[src/rtl/loader_pkg.sv]
// Shared types and sizes for the boot-time program loader.
// The processor and its program memory take ADDR_W/DATA_W from this package too.
package loader_pkg;
    localparam int ADDR_W    = 12;
    localparam int DATA_W    = 16;
    localparam int HDR_BYTES = 2;

    typedef enum logic [2:0] {
        HDR_HI  = 3'd0,
        HDR_LO  = 3'd1,
        DATA_HI = 3'd2,
        DATA_LO = 3'd3,
        WRITE   = 3'd4,
        DONE    = 3'd5,
        ERROR   = 3'd6
    } loader_state_t;
endpackage

[src/rtl/byte_pair_assembler.sv]
// Joins consecutive bytes into big-endian pairs for both the header and the data words.
// The phase flag marks the second byte of each pair; pair is only meaningful on that transfer.
module byte_pair_assembler
    import loader_pkg::*;
(
    input  logic              clk,
    input  logic              rst_n,
    input  logic [7:0]        byte_in,
    input  logic              shift,
    output logic [DATA_W-1:0] pair,
    output logic              pair_valid
);
    logic [7:0] hi_q;
    logic       phase_q;

    always_ff @(posedge clk or negedge rst_n) begin
        if (!rst_n) begin
            hi_q    <= '0;
            phase_q <= 1'b0;
        end else if (shift) begin
            hi_q    <= byte_in;
            phase_q <= ~phase_q;
        end
    end

    assign pair       = {hi_q, byte_in};
    assign pair_valid = shift && phase_q;
endmodule

[src/rtl/program_loader.sv]
// Loads a length-prefixed big-endian byte image into program memory from address 0,
// then raises ProcRun; a zero or oversized length halts with LoadError instead.
module program_loader #(
    parameter int ADDR_W    = loader_pkg::ADDR_W,
    parameter int DATA_W    = loader_pkg::DATA_W,
    parameter int MAX_WORDS = 2 ** ADDR_W
) (
    input  logic                      Clock,
    input  logic                      nReset,
    input  logic [7:0]                ByteIn,
    input  logic                      ByteValid,
    output logic                      ByteReady,
    output logic [ADDR_W-1:0]         MemAddr,
    output logic [DATA_W-1:0]         MemData,
    output logic                      MemWrite,
    output logic                      ProcRun,
    output logic                      LoadError,
    output loader_pkg::loader_state_t State
);
    import loader_pkg::*;

    if (DATA_W != 16) begin : g_width_check
        $error("program_loader: DATA_W must be 16 (two bytes per word)");
    end

    localparam logic [DATA_W-1:0] MAX_N = DATA_W'(MAX_WORDS);

    // A byte moves on a rising edge only when ByteValid && ByteReady.
    loader_state_t     state_q;
    logic              xfer;
    logic              pair_valid;
    logic [DATA_W-1:0] pair;
    logic [ADDR_W:0]   word_count;
    logic [ADDR_W:0]   last_idx;

    assign State    = state_q;
    assign xfer     = ByteValid && ByteReady;
    assign last_idx = word_count - (ADDR_W + 1)'(1);

    byte_pair_assembler u_asm (
        .clk        (Clock),
        .rst_n      (nReset),
        .byte_in    (ByteIn),
        .shift      (xfer),
        .pair       (pair),
        .pair_valid (pair_valid)
    );

    always_ff @(posedge Clock or negedge nReset) begin
        if (!nReset) begin
            state_q    <= HDR_HI;
            ByteReady  <= 1'b0;
            MemAddr    <= '0;
            MemData    <= '0;
            MemWrite   <= 1'b0;
            ProcRun    <= 1'b0;
            LoadError  <= 1'b0;
            word_count <= '0;
        end else begin
            case (state_q)
                HDR_HI: begin
                    ByteReady <= 1'b1;
                    if (xfer) state_q <= HDR_LO;
                end
                HDR_LO: begin
                    if (pair_valid) begin
                        if (pair == '0 || pair > MAX_N) begin
                            state_q   <= ERROR;
                            ByteReady <= 1'b0;
                            LoadError <= 1'b1;
                        end else begin
                            word_count <= pair[ADDR_W:0];
                            state_q    <= DATA_HI;
                        end
                    end
                end
                DATA_HI: begin
                    if (xfer) begin
                        MemData[DATA_W-1:8] <= ByteIn;
                        state_q             <= DATA_LO;
                    end
                end
                DATA_LO: begin
                    if (pair_valid) begin
                        MemData   <= pair;
                        MemWrite  <= 1'b1;
                        ByteReady <= 1'b0;
                        state_q   <= WRITE;
                    end
                end
                WRITE: begin
                    // N <= MAX_WORDS guarantees the last index fits, so MemAddr never wraps.
                    MemWrite <= 1'b0;
                    if ({1'b0, MemAddr} == last_idx) begin
                        state_q <= DONE;
                        ProcRun <= 1'b1;
                    end else begin
                        MemAddr   <= MemAddr + ADDR_W'(1);
                        ByteReady <= 1'b1;
                        state_q   <= DATA_HI;
                    end
                end
                DONE, ERROR: begin
                end
                default: begin
                end
            endcase
        end
    end
endmodule

[config.mk]
export PLATFORM = sky130hd
export DESIGN_NAME = program_loader
export DESIGN_NICKNAME = d
export VERILOG_FILES = /design/src/rtl/loader_pkg.sv /design/src/rtl/byte_pair_assembler.sv /design/src/rtl/program_loader.sv
export SDC_FILE = /design/constraint.sdc
export NUM_CORES = 1
export LEC_CHECK = 0
export CAP_MARGIN = 20
export CORE_MARGIN = 8
export CORE_UTILIZATION = 45
export CTS_BUF_LIST = sky130_fd_sc_hd__clkbuf_8
export DETAILED_ROUTE_END_ITERATION = 8
export PLACE_DENSITY_LB_ADDON = 0.2
export SETUP_SLACK_MARGIN = 0.05
export SYNTH_ARGS = -nofsm -noshare
export SYNTH_HDL_FRONTEND = slang
export SYNTH_SLANG_ARGS = --single-unit
[constraint.sdc]
create_clock -name Clock -period 3.5 [get_ports Clock]
set_input_delay 0.525 -clock Clock [delete_from_list [all_inputs] [get_ports Clock]]
set_output_delay 0.525 -clock Clock [all_outputs]
set_load 0.1 [all_outputs]
# Yosys cells after proc, flatten, opt, wreduce, memory -nomap -nowiden
# Cells that the tools add are included.
# W data, S select, Z words.
# op_classes
add_sub_neg,2
n_lt_le_gt_ge,1
n_eq_ne,11
n_mux,17
bitwise_logic,3
n_reduce_logical,18
# op_table
cell,count
$mux W3,6
$gt A16 B13 Y1 const B,1
$logic_not A16 Y1,1
$mux W16,1
$pmux W8 S2,1
$pmux W3 S5,1
$eq A12 B13 Y1,1
$sub A13 B1 Y13 const B,1
$add A12 B1 Y12 const B,1
$reduce_and A5 Y1,2
$reduce_and A3 Y1,3
$mux W8,1
$ne A2 B2 Y1 const B,4
$reduce_and A2 Y1,4
$eq A3 B2 Y1 const B,2
$mux W1,5
$reduce_bool A5 Y1,1
$ne A2 B1 Y1 const B,2
$pmux W1 S4,1
$reduce_bool A2 Y1,2
$reduce_bool A4 Y1,1
$eq A3 B1 Y1 const B,1
$eq A3 B3 Y1 const B,1
$logic_not A3 Y1,1
other kinds (4),7
# word_totals
register_bits,57
input_bits,11

# Longest topological paths before layout
# logic_depth
ltp_word,5
mapped_depth,10

# Cells and area by module
# From an unflattened synthesis, not the netlist that was laid out.
# unflattened
hier_cells,358
hier_area_um2,3564.7
# by_module_without_submodules
mod,instances,cells_per_inst,area_each_um2
program_loader,1,330,3131.8
byte_pair_assembler,1,28,432.9

# Least setup slack after synthesis
# OpenSTA, ideal clock, no wires.
# synth_path
kind,reg-to-reg
startpoint,register state_q[0] (netlist: State[0])
endpoint,register MemData[7]
arrival_time_ps,2502
t_required_ps,3372
slack_ps,870
path_stages_with_launch,5
path_buffers,1
synth_period_minus_slack_ps,2630
cell_sequence,dfrtp_1 nand4_1 nor3b_2 clkbuf_1 mux2_1
# synth_between
elab_chain_cells,2
# synth_lines
element,line,text
"start, declared",program_loader.sv:29,loader_state_t state_q;
"start signal, assigned",program_loader.sv:51,state_q <= HDR_HI;
"start signal, assigned",program_loader.sv:63,if (xfer) state_q <= HDR_LO;
"start signal, assigned",program_loader.sv:68,state_q <= ERROR;
$eq A3 B2 Y1,program_loader.sv:60,case (state_q)
$reduce_and A2 Y1 (no line),n/a,
"end signal, assigned by index",program_loader.sv:79,MemData[DATA_W-1:8] <= ByteIn;
"end signal, assigned",program_loader.sv:85,MemData <= pair;
"end, declared",program_loader.sv:14,"output logic [DATA_W-1:0] MemData,"
# No other way between the ends.
# A chain may end at the register's enable or synchronous reset.

# Worst setup path after layout
# layout_path
startpoint,input port ByteIn[3]
endpoint,register word_count[8]
# layout_between
elab_chain_cells,4
elab_cells_between_ends,5
# layout_lines
element,line,text
"start, declared",program_loader.sv:10,"input logic [7:0] ByteIn,"
$gt A16 B13 Y1 / $logic_not A16 Y1 (equally long branches),program_loader.sv:67,if (pair == '0 || pair > MAX_N) begin
$logic_or A1 B1 Y1 (*),program_loader.sv:67,
$not A1 Y1 (no line) (*),n/a,
$reduce_and A3 Y1 (no line) (*),n/a,
"end signal, assigned",program_loader.sv:72,word_count <= pair[ADDR_W:0];
"end, declared",program_loader.sv:33,logic [ADDR_W:0] word_count;
# Every way passes the cells marked *; elsewhere a longest branch is shown, timed or not.

==> summary.md <==
| Metric | Value |
|---|---|
| Status | `finished, final reports clean` |
| Peak VDD IR | `0.2259 mV` |
| CP Max Fanout | `13` |
| Area leader, netlist | `dfrtp_1` |
| CP Capture Type | `flip-flop` |
| Int Power | `roughly 1000 uW` |
| Maxcap violations | `0` |
| Total power | `1327 uW` |
| Internal reg-to-reg setup slack | `610 ps` |
| Post-Synth Adder-Cell Area | `0.008669` |
| Final hold vios | `0` |
| DRT Pass-1 Iters | `6` |
| Share of layout cells above drive strength 1 | `0.1531` |
| Routability cong. | `0.7805` |
| Register area | `1426 sq um` |
| Root Driver | `clkbuf_8` |
| Multi-input logic area | `1398 sq um` |
| Postcts setup bufs | `0` |
| Post-Route WL | `between 6 and 7 mm` |
| Hold Path Class | `in2async` |
| Max-slew headroom | `0.3359` |
| First-pass GRT wire length | `11.24 mm` |
| Die Ht | `just under 100 microns` |
| Max Clk Rate | `about 340 MHz` |
| Seq cells post-synth | `57` |
| Final min period | `2905 ps` |
| Longest Clk Path Bufs | `2` |
| Synthesis-to-finish area growth | `25.66%` |
| Post-layout nets | `315` |
| DP Wirelength | `4.760 mm` |
| Comb pwr share | `0.027` |
| CTS tree | `built` |
| Core area | `6277 sq um` |
| Arr. time, crit path | `3120 ps` |
| GRT Util Overall | `0.1577` |
| Part of the power in registers | `0.496` |
| Vias in the first global route | `2156` |
| Setup crit start kind | `primary input` |
| Tcrit/Tclk final | `0.8301` |
| Psw | `306.5 uW` |
| Die Wd | `96.09 microns` |
| Synth Area in Simple Gates | `0.1435` |
| Via Count | `2133` |
| Sequential element share of the synthesized area | `0.4941` |
| Clock Power Share | `0.477` |
| Cts hold-fix bufs | `0` |
| Setup TNS | `0 ps` |
| Mean Syn Cell Area | `between 10 and 15 sq um` |
| Critical path class | `in2reg` |
| DR vias/cell | `5.555` |
| Max Clock Skew | `9.773 ps` |
| Drt initial violations | `68` |
| XOR/XNOR share of the synthesized area | `0.09103` |
| Mux contribution to synthesized area | `0.1170` |
| Largest net degree at the start of global routing | `40` |
| CP Data Required Time | `3710 ps` |
| RSZ-0062 raised after global routing | `no` |
| Area contributors post-synth | `dfrtp_1 49%, xnor2_1 7.3%, mux2_1 5.9%` |
| Post-route setup slack | `594.5 ps` |
| Final setup violation count | `0` |
| Largest family of logic cells by synthesized area | `simple AND/OR/NAND/NOR gates` |
| Worst slack, placed | `280.3 ps` |
| H-tree depth | `3` |
| Synth warn | `0` |
| Yosys top cell area share | `0.4941` |
| Starting density of the core | `0.4598` |
| Worst slew pin tran | `993.1 ps` |
| FF-to-FF path depth | `9` |
| Initial antenna violation count | `0` |
| Filler cell count | `556` |
| WL/cell | `17.06 microns` |
| R2R Path Start | `word_count[0]$_DFFE_PN0P_` |
| Site Rows | `29` |
| Clk_lat worst skew | `340 ps` |
| # resized after CTS | `0` |
| Mapped Cells | `250` |
| Remaining antenna violation count | `0` |
| Total CTS buffers | `9` |
| DRC Markers | `0` |
| Reg2reg end | `MemAddr[1]$_DFFE_PN0P_` |
| Distinct cell type count after synthesis | `47` |
| Final Max Tran Viols | `0` |
| Power Dens Cells | `365.8 nW/um^2` |
| Static Leakage | `around 0.0017 uW` |
| Antenna diode count | `0` |
| Clock-pin slew of the registers on the worst-case setup and hold paths | `70 ps` |
| Clock sink count | `57` |
| Ports | `46` |
| Full die area | `about 9200 sq um` |
| Switching Share | `0.2310` |
| Post-Syn Area | `2887 sq um` |
| Port Buffers | `45` |
| GRT overflow | `0` |
| Compound-Gate Fraction of Synth Area | `0.1218` |
| Synth Net Count | `around 260` |
==> cell usage after synthesis, drive strengths merged <==
cell and count:
ha 2, a32o 1, buf 2, nor2 19
o2111ai 2, clkbuf 5, dfrtp 57, o31a 1
nand4 6, nor4b 1, o21bai 2, nor3b 3
a2bb2oi 1, a2111oi 1, and3 6, xor2 6
mux2 30, a21oi 13, or4 1, nor3 5
inv 9, a22oi 9, o31ai 1, a31oi 1
o221ai 1, o21ai 5, nand2b 2, nor4 5
nand2 9, o41ai 1, a21o 2, o22a 1
a41o 1, xnor2 24, a211oi 1, nand3 12
a21boi 1, or4b 1
==> placed cells by master, fill, tap and decap left out, types with 6 or more instances in the layout <==
master / netlist / final
and3_1: 6 / 6
clkbuf_8: 0 / 10
nand3_1: 11 / 11
dfrtp_1: 57 / 57
nand4_1: 6 / 6
inv_1: 9 / 9
xor2_1: 6 / 6
xnor2_1: 24 / 24
mux2_1: 15 / 15
nand2_1: 9 / 9
a22oi_1: 9 / 9
clkdlybuf4s50_1: 0 / 44
mux2_2: 15 / 15
a21oi_1: 13 / 13
nor2_1: 18 / 18
==> final cells by class <==
| type | instances | area share |
|---|---|---|
| Timing Repair Buffer | 48 | 0.1290 |
| Tap cell | 77 | 0.02656 |
| Multi-Input combinational cell | 177 | 0.3853 |
| Clock inverter | 6 | 0.01863 |
| Clock buffer | 10 | 0.03794 |
| Inverter | 9 | 0.009314 |
| Sequential cell | 57 | 0.3932 |
==> registers in the layout, summed over array words and instances, names as in the netlist <==
signal,count
MemData,16
word_count,13
MemAddr,12
u_asm.hi_q,8
State,3
ByteReady,1
LoadError,1
MemWrite,1
ProcRun,1
u_asm.phase_q,1
==> worst max-delay path by stage <==
stage	slack, ps	end	start	cells past startpoint
finish	590	word_count[8]$_DFFE_PN0P_	ByteIn[3]	7
global route	410	MemAddr[1]$_DFFE_PN0P_	word_count[0]$_DFFE_PN0P_	9
CTS	590	MemAddr[1]$_DFFE_PN0P_	word_count[0]$_DFFE_PN0P_	9
detailed placement	280	word_count[5]$_DFFE_PN0P_	ByteIn[3]	7
global placement	290	word_count[12]$_DFFE_PN0P_	ByteIn[3]	7
floorplan	870	MemData[7]$_DFFE_PN0P_	State[0]$_DFFE_PN0P_	4
==> critical path, stage by stage <==
cell and delay [ps]:
clkdlybuf4s50_1 480, nor4_1 390, nand3_1 140, xnor2_1 150, or4_1 490, nand2b_1 480, mux2_1 460
==> power groups by stage <==
stage | Combinational, uW | Clock (uW) | Sequential [uW]
5_1_grt | 40.9 | 671 | 658
2_1_floorplan | 4.63 | 0 | 671
3_5_place_dp | 36.6 | 0 | 671
4_1_cts | 36.9 | 642 | 658
6_report | 35.6 | 633 | 658
3_3_place_gp | 36.3 | 0 | 671
==> layer usage <==
metal / track usage / wire [microns] / up-vias
met5: 0 / 0 / -
met4: 0.06530 / 99 / 0
met3: 0.04680 / 379 / 9
met2: 0.2225 / 3009 / 45
met1: 0.2193 / 3063 / 1059
li1: - / - / 1020
==> metrics by stage <==
| stage | util | area [sq um] | instances | hold WS, ps |
|---|---|---|---|---|
| after floorplan | - | 2887 | 250 | 229.4 |
| after global placement | 0.5451 | 3422 | 368 | 437.8 |
| after detailed placement | 0.5451 | 3422 | 368 | 444.7 |
| after CTS | 0.5778 | 3627 | 384 | 129.3 |
| after global routing | 0.5778 | 3627 | 384 | 146.1 |
| final | 0.5778 | 3627 | 384 | 115.8 |
==> kinds of logic (layout without fill, tap and decap cells) <==
group                    count (synthesis)  in the layout
AND/OR/NAND/NOR                         70             70
flip-flops                              57             57
AO/OA/AOI/OAI                           45             45
XOR/XNOR                                30             30
multiplexers                            30             30
buffers and inverters                   16             73
adder cells (fa/ha/maj)                  2              2
Note: power is estimated with default switching activity, not from simulation.
